--- src/rtl/pingpong_sram_ctrl.sv ---
// Ping-pong controller for two single-port SRAM banks: one bank fills from the
// input stream while the other, already full, drains in address order to the output.
module pingpong_sram_ctrl #(
   parameter int unsigned DATA_W      = 32,
   parameter int unsigned ADDR_W      = 4,
   parameter int unsigned DEPTH       = 16,
   parameter int unsigned OFIFO_DEPTH = 4
) (
   input  logic              CLK,
   input  logic              RESET_N,
   input  logic              in_valid,
   input  logic [DATA_W-1:0] in_data,
   output logic              in_ready,
   output logic              out_valid,
   output logic [DATA_W-1:0] out_data,
   input  logic              out_ready,
   output logic              CEN_EVEN,
   output logic              WEN_EVEN,
   output logic [ADDR_W-1:0] A_EVEN,
   output logic              CEN_ODD,
   output logic              WEN_ODD,
   output logic [ADDR_W-1:0] A_ODD,
   output logic [DATA_W-1:0] D,
   input  logic [DATA_W-1:0] Q_EVEN,
   input  logic [DATA_W-1:0] Q_ODD
);

   typedef enum logic {BANK_EVEN = 1'b0, BANK_ODD = 1'b1} bank_t;

   localparam int unsigned       PTR_W     = $clog2(OFIFO_DEPTH);
   localparam int unsigned       CNT_W     = PTR_W + 1;
   localparam logic [ADDR_W-1:0] LAST_ADDR = ADDR_W'(DEPTH - 1);
   localparam logic [CNT_W-1:0]  FIFO_CAP  = CNT_W'(OFIFO_DEPTH);

   bank_t             wr_bank, rd_bank;
   logic [ADDR_W-1:0] wr_addr, rd_addr;
   logic [1:0]        bank_full;

   // Read tag pipeline: p1 = pins registered, p2 = SRAM has sampled, push next edge.
   logic              p1_valid, p2_valid;
   bank_t             p1_tag, p2_tag;

   logic [DATA_W-1:0] fifo_mem [OFIFO_DEPTH];
   logic [PTR_W-1:0]  fifo_rptr, fifo_wptr;
   logic [CNT_W-1:0]  fifo_count;
   logic [CNT_W:0]    occupancy;

   logic accept, issue, push, pop;

   always_comb begin
      in_ready  = !bank_full[wr_bank];
      accept    = in_valid && in_ready;
      occupancy = {1'b0, fifo_count} + {{CNT_W{1'b0}}, p1_valid} + {{CNT_W{1'b0}}, p2_valid};
      issue     = bank_full[rd_bank] && (occupancy < {1'b0, FIFO_CAP})
                  && !(accept && (wr_bank == rd_bank));
      push      = p2_valid;
      out_valid = (fifo_count != '0);
      out_data  = fifo_mem[fifo_rptr];
      pop       = out_valid && out_ready;
   end

   always_ff @(posedge CLK or negedge RESET_N) begin
      if (!RESET_N) begin
         CEN_EVEN   <= 1'b1;
         WEN_EVEN   <= 1'b1;
         A_EVEN     <= '0;
         CEN_ODD    <= 1'b1;
         WEN_ODD    <= 1'b1;
         A_ODD      <= '0;
         D          <= '0;
         wr_bank    <= BANK_EVEN;
         rd_bank    <= BANK_EVEN;
         wr_addr    <= '0;
         rd_addr    <= '0;
         bank_full  <= '0;
         p1_valid   <= 1'b0;
         p2_valid   <= 1'b0;
         p1_tag     <= BANK_EVEN;
         p2_tag     <= BANK_EVEN;
         fifo_rptr  <= '0;
         fifo_wptr  <= '0;
         fifo_count <= '0;
         for (int unsigned i = 0; i < OFIFO_DEPTH; i++) fifo_mem[i] <= '0;
      end else begin
         CEN_EVEN <= 1'b1;
         WEN_EVEN <= 1'b1;
         CEN_ODD  <= 1'b1;
         WEN_ODD  <= 1'b1;

         if (accept) begin
            if (wr_bank == BANK_EVEN) begin
               CEN_EVEN <= 1'b0;
               WEN_EVEN <= 1'b0;
               A_EVEN   <= wr_addr;
            end else begin
               CEN_ODD  <= 1'b0;
               WEN_ODD  <= 1'b0;
               A_ODD    <= wr_addr;
            end
            D       <= in_data;
            wr_addr <= wr_addr + ADDR_W'(1);
            if (wr_addr == LAST_ADDR) begin
               bank_full[wr_bank] <= 1'b1;
               wr_bank <= (wr_bank == BANK_EVEN) ? BANK_ODD : BANK_EVEN;
            end
         end

         // issue never targets wr_bank while accepting, so the pin writes cannot collide
         if (issue) begin
            if (rd_bank == BANK_EVEN) begin
               CEN_EVEN <= 1'b0;
               A_EVEN   <= rd_addr;
            end else begin
               CEN_ODD  <= 1'b0;
               A_ODD    <= rd_addr;
            end
            rd_addr <= rd_addr + ADDR_W'(1);
            if (rd_addr == LAST_ADDR) begin
               bank_full[rd_bank] <= 1'b0;
               rd_bank <= (rd_bank == BANK_EVEN) ? BANK_ODD : BANK_EVEN;
            end
         end

         p1_valid <= issue;
         p1_tag   <= rd_bank;
         p2_valid <= p1_valid;
         p2_tag   <= p1_tag;

         if (push) begin
            fifo_mem[fifo_wptr] <= (p2_tag == BANK_ODD) ? Q_ODD : Q_EVEN;
            fifo_wptr           <= fifo_wptr + PTR_W'(1);
         end
         if (pop) fifo_rptr <= fifo_rptr + PTR_W'(1);
         case ({push, pop})
            2'b10:   fifo_count <= fifo_count + CNT_W'(1);
            2'b01:   fifo_count <= fifo_count - CNT_W'(1);
            default: fifo_count <= fifo_count;
         endcase
      end
   end

endmodule

--- config.mk ---
export PLATFORM = sky130hd
export DESIGN_NAME = pingpong_sram_ctrl
export DESIGN_NICKNAME = d
export VERILOG_FILES = /design/src/rtl/pingpong_sram_ctrl.sv
export SDC_FILE = /design/constraint.sdc
export NUM_CORES = 1
export LEC_CHECK = 0
export BUFFER_PORTS_ARGS = -buffer_cell sky130_fd_sc_hd__buf_2
export CAP_MARGIN = 20
export CORE_MARGIN = 3
export CORE_UTILIZATION = 59
export DETAILED_ROUTE_END_ITERATION = 8
export GPL_TIMING_DRIVEN = 0
export PLACE_DENSITY = 0.92
export SYNTH_ARGS = -nofsm -noshare
export SYNTH_HDL_FRONTEND = slang
export SYNTH_SLANG_ARGS = --single-unit
export TNS_END_PERCENT = 5
--- constraint.sdc ---
create_clock -name CLK -period 3.9 [get_ports CLK]
set_input_delay 0.39 -clock CLK [delete_from_list [all_inputs] [get_ports CLK]]
set_output_delay 0.39 -clock CLK [all_outputs]
set_load 0.01 [all_outputs]
==> qor.yml <==
die_h_um: 126
drv_cap: 0
crit_required_ns: 3.51
slew_viol_final: 0
cts_resized: 0
first_global_vias: 6688
netlist.area_leader.share_pct: 56.6
antenna_found_initial: 0
start_kind: "register"
setup-violations-final: 0
final_nets: 998
die_area_um2: 15800
grt_max_degree: 101
ys_top_cells_by_area: "dfrtp_1 (57%), mux4_2 (8.5%), a21oi_1 (7.6%)"
ctsHoldBuffers: 0
netlist_area_um2: 8440
placed_cell_area_um2: 9590
synth_seq_cells: 195
cts_setup_buffers: 0
cts_buffers: 17
yosysSeqAreaShare_pct: 57.8
p_per_area_nw_per_um2: 915
syn_nets: 801
worst_hold_path_type: "in2async"
synthArstFlopShare_pct: 100
grt_overflow: 0
grt_use_met2_pct: 43.3
gp_congestion: 0.791
failed_checks: "negative hold slack"
wl_per_cell_um: 19.6
grtUsageTotal_pct: 26.8
wirelength_um: 21200
hpwl_um: 14000
use_met1_pct: 35.1
postLayoutCoreUtil_pct: 73.2
drt_iter0_drc: 745
total_power_w: 0.00933
instances_no_fill: 1082
peakVddDrop_mv: 0.468
syn_to_final_growth_pct: 20.8
via_per_inst: 5.90
final_area_um2: 10200
leakagePower_nw: 4.63
end_kind: "primary output"
path_max_fanout: 10
crit_arrival_ns: 2.20
syn_avg_cell_area_um2: 12.2
rsz0062_at_grt: "no"
worstSetupPathType: "reg2out"
ys_types: 35
synthCells: 692
dp.cells: 1050
slowest_delay_ns: 0.58
grt-busiest-layer: "met2"
slew_headroom_pct: 49.2
crit_path_top_delay_cell: "clkbuf_1"
period_share_pct: 66.4
drive_gt1_share_pct: 34.0
yosysWarnings: 0
max_freq_mhz: 386
synth_top_area_cell: "dfrtp_1"
finClkSkew_ns: 0.00586
synth_flop_cell: "dfrtp_1"
first_pass_iters: 5
synth-edff-count: 0
pin_count: 178
crit_path_cell_trace: "clkbuf_1 > clkbuf_1 > mux4_2 > buf_2"
path_clk_slew_ns: 0.07
whs_ns: -0.0291
cts_root_buf: "clkbuf_16"
htreeDepth: 4
antennaDiodeCount: 0
clockBufferDepth: 2
grtUsageMet3_pct: 7.25
vias: 6384
cts_tree: "yes"
cpMostUsedCell: "clkbuf_1"
hold_violations: 10
core-area_um2: 13900
ant_nets: 0
outcome: "complete, but fails checks"
std_cell_rows: 43
drc_errors: 0
cts.sinks: 195
tightest_slew_ns: 0.763
io_buffers: 177
initial_core_util_pct: 60.6
fin_crit_ns: 2.59
grt_pass1_wl_um: 33500
insertion_delay_ns: 0.43
die_x_um: 126
==> sequential cells by signal (all words and copies together), names as in the netlist, 2 cells and up <==
signal      cells
fifo_mem      128
D              32
A_EVEN          4
A_ODD           4
rd_addr         4
wr_addr         4
fifo_count      3
bank_full       2
fifo_rptr       2
fifo_wptr       2
==> report_power, final <==
group	internal (W)	switching [W]	leakage, nW	total (W)
combinational	0.00184	0.00211	2.19	0.00396
clock	0.00106	0.000733	0.291	0.00179
sequential	0.00297	0.000608	2.15	0.00358
==> worst max-delay path: cells and delay by family, from the launching register on <==
kind	cells	cell delay [ns]
buf+inv	3	1.02
flops	1	0.33
mux	1	0.42
==> cells in the final DEF (no fill, tap or decap), types with 7 or more instances in the layout <==
cell type,count
a21oi_1,129
buf_1,13
buf_2,197
clkbuf_1,9
clkbuf_16,17
dfrtp_1,191
ha_1,8
mux2_4,27
mux2i_1,40
mux4_2,32
nand2_1,15
nor2_1,134
o21ai_0,12
xnor2_1,7
==> layer usage <==
| metal | vias to the layer above | part of all wire [%] |
|---|---|---|
| li1 | 2803 | - |
| met1 | 3152 | 40 |
| met2 | 367 | 49 |
| met3 | 62 | 8.7 |
| met4 | 0 | 2.7 |
| met5 | - | 0 |
==> synth_stat cells, drive strengths merged, types with 4 or more instances <==
library cell and n:
o21ai 12, dfstp 4, mux4 32, buf 39, clkbuf 5, and2 6
a21oi 129, nand3 5, dfrtp 191, ha 8, xnor2 7, nor2 134
xor2 6, mux2 34, mux2i 41, nand2 16, inv 6
==> area by class of cell <==
type	count	area (µm²)
multi-input combinational	445	3300
tap	180	225
buffer	44	225
sequential	195	4880
clock inverter	8	124
timing repair buffer	178	923
inverter	8	30.0
fill	888	3740
clock buffer	24	482
==> metrics by stage <==
step | TNS (ns) | setup slack, ns
4_1_cts | 0 | 1.32
2_1_floorplan | 0 | 1.95
6_report | 0 | 1.31
3_3_place_gp | -118.87 | -0.634
5_1_grt | 0 | 1.25
3_5_place_dp | 0 | 1.82
==> final timing paths <==
kind                                     from            end  slack, ns  cells past startpoint
worst max-delay path             fifo_rptr[1]   out_data[21]       1.31                      4
worst min-delay path                  RESET_N  fifo_mem[106]      -0.03                      1
worst max register to register  fifo_count[1]  fifo_count[2]       1.86                      8
worst min register to register         p1_tag         p2_tag       0.35                      0
max in group asynchronous             RESET_N        WEN_ODD       2.98                      2
min in group CLK                   in_data[4]           D[4]       0.19                      2
==> kinds of logic (layout without fill, tap and decap cells) <==
family / count (synthesis) / in the layout / share of synthesized area [%]
fa+ha+maj: 9 / 9 / 1.42
xor+xnor: 13 / 13 / 1.35
compound gates: 149 / 149 / 9.23
simple gates: 167 / 167 / 7.96
buf+inv: 52 / 262 / 3.02
mux: 107 / 107 / 19.2
flops: 195 / 195 / 57.8
(Power assumes the default switching activity.)
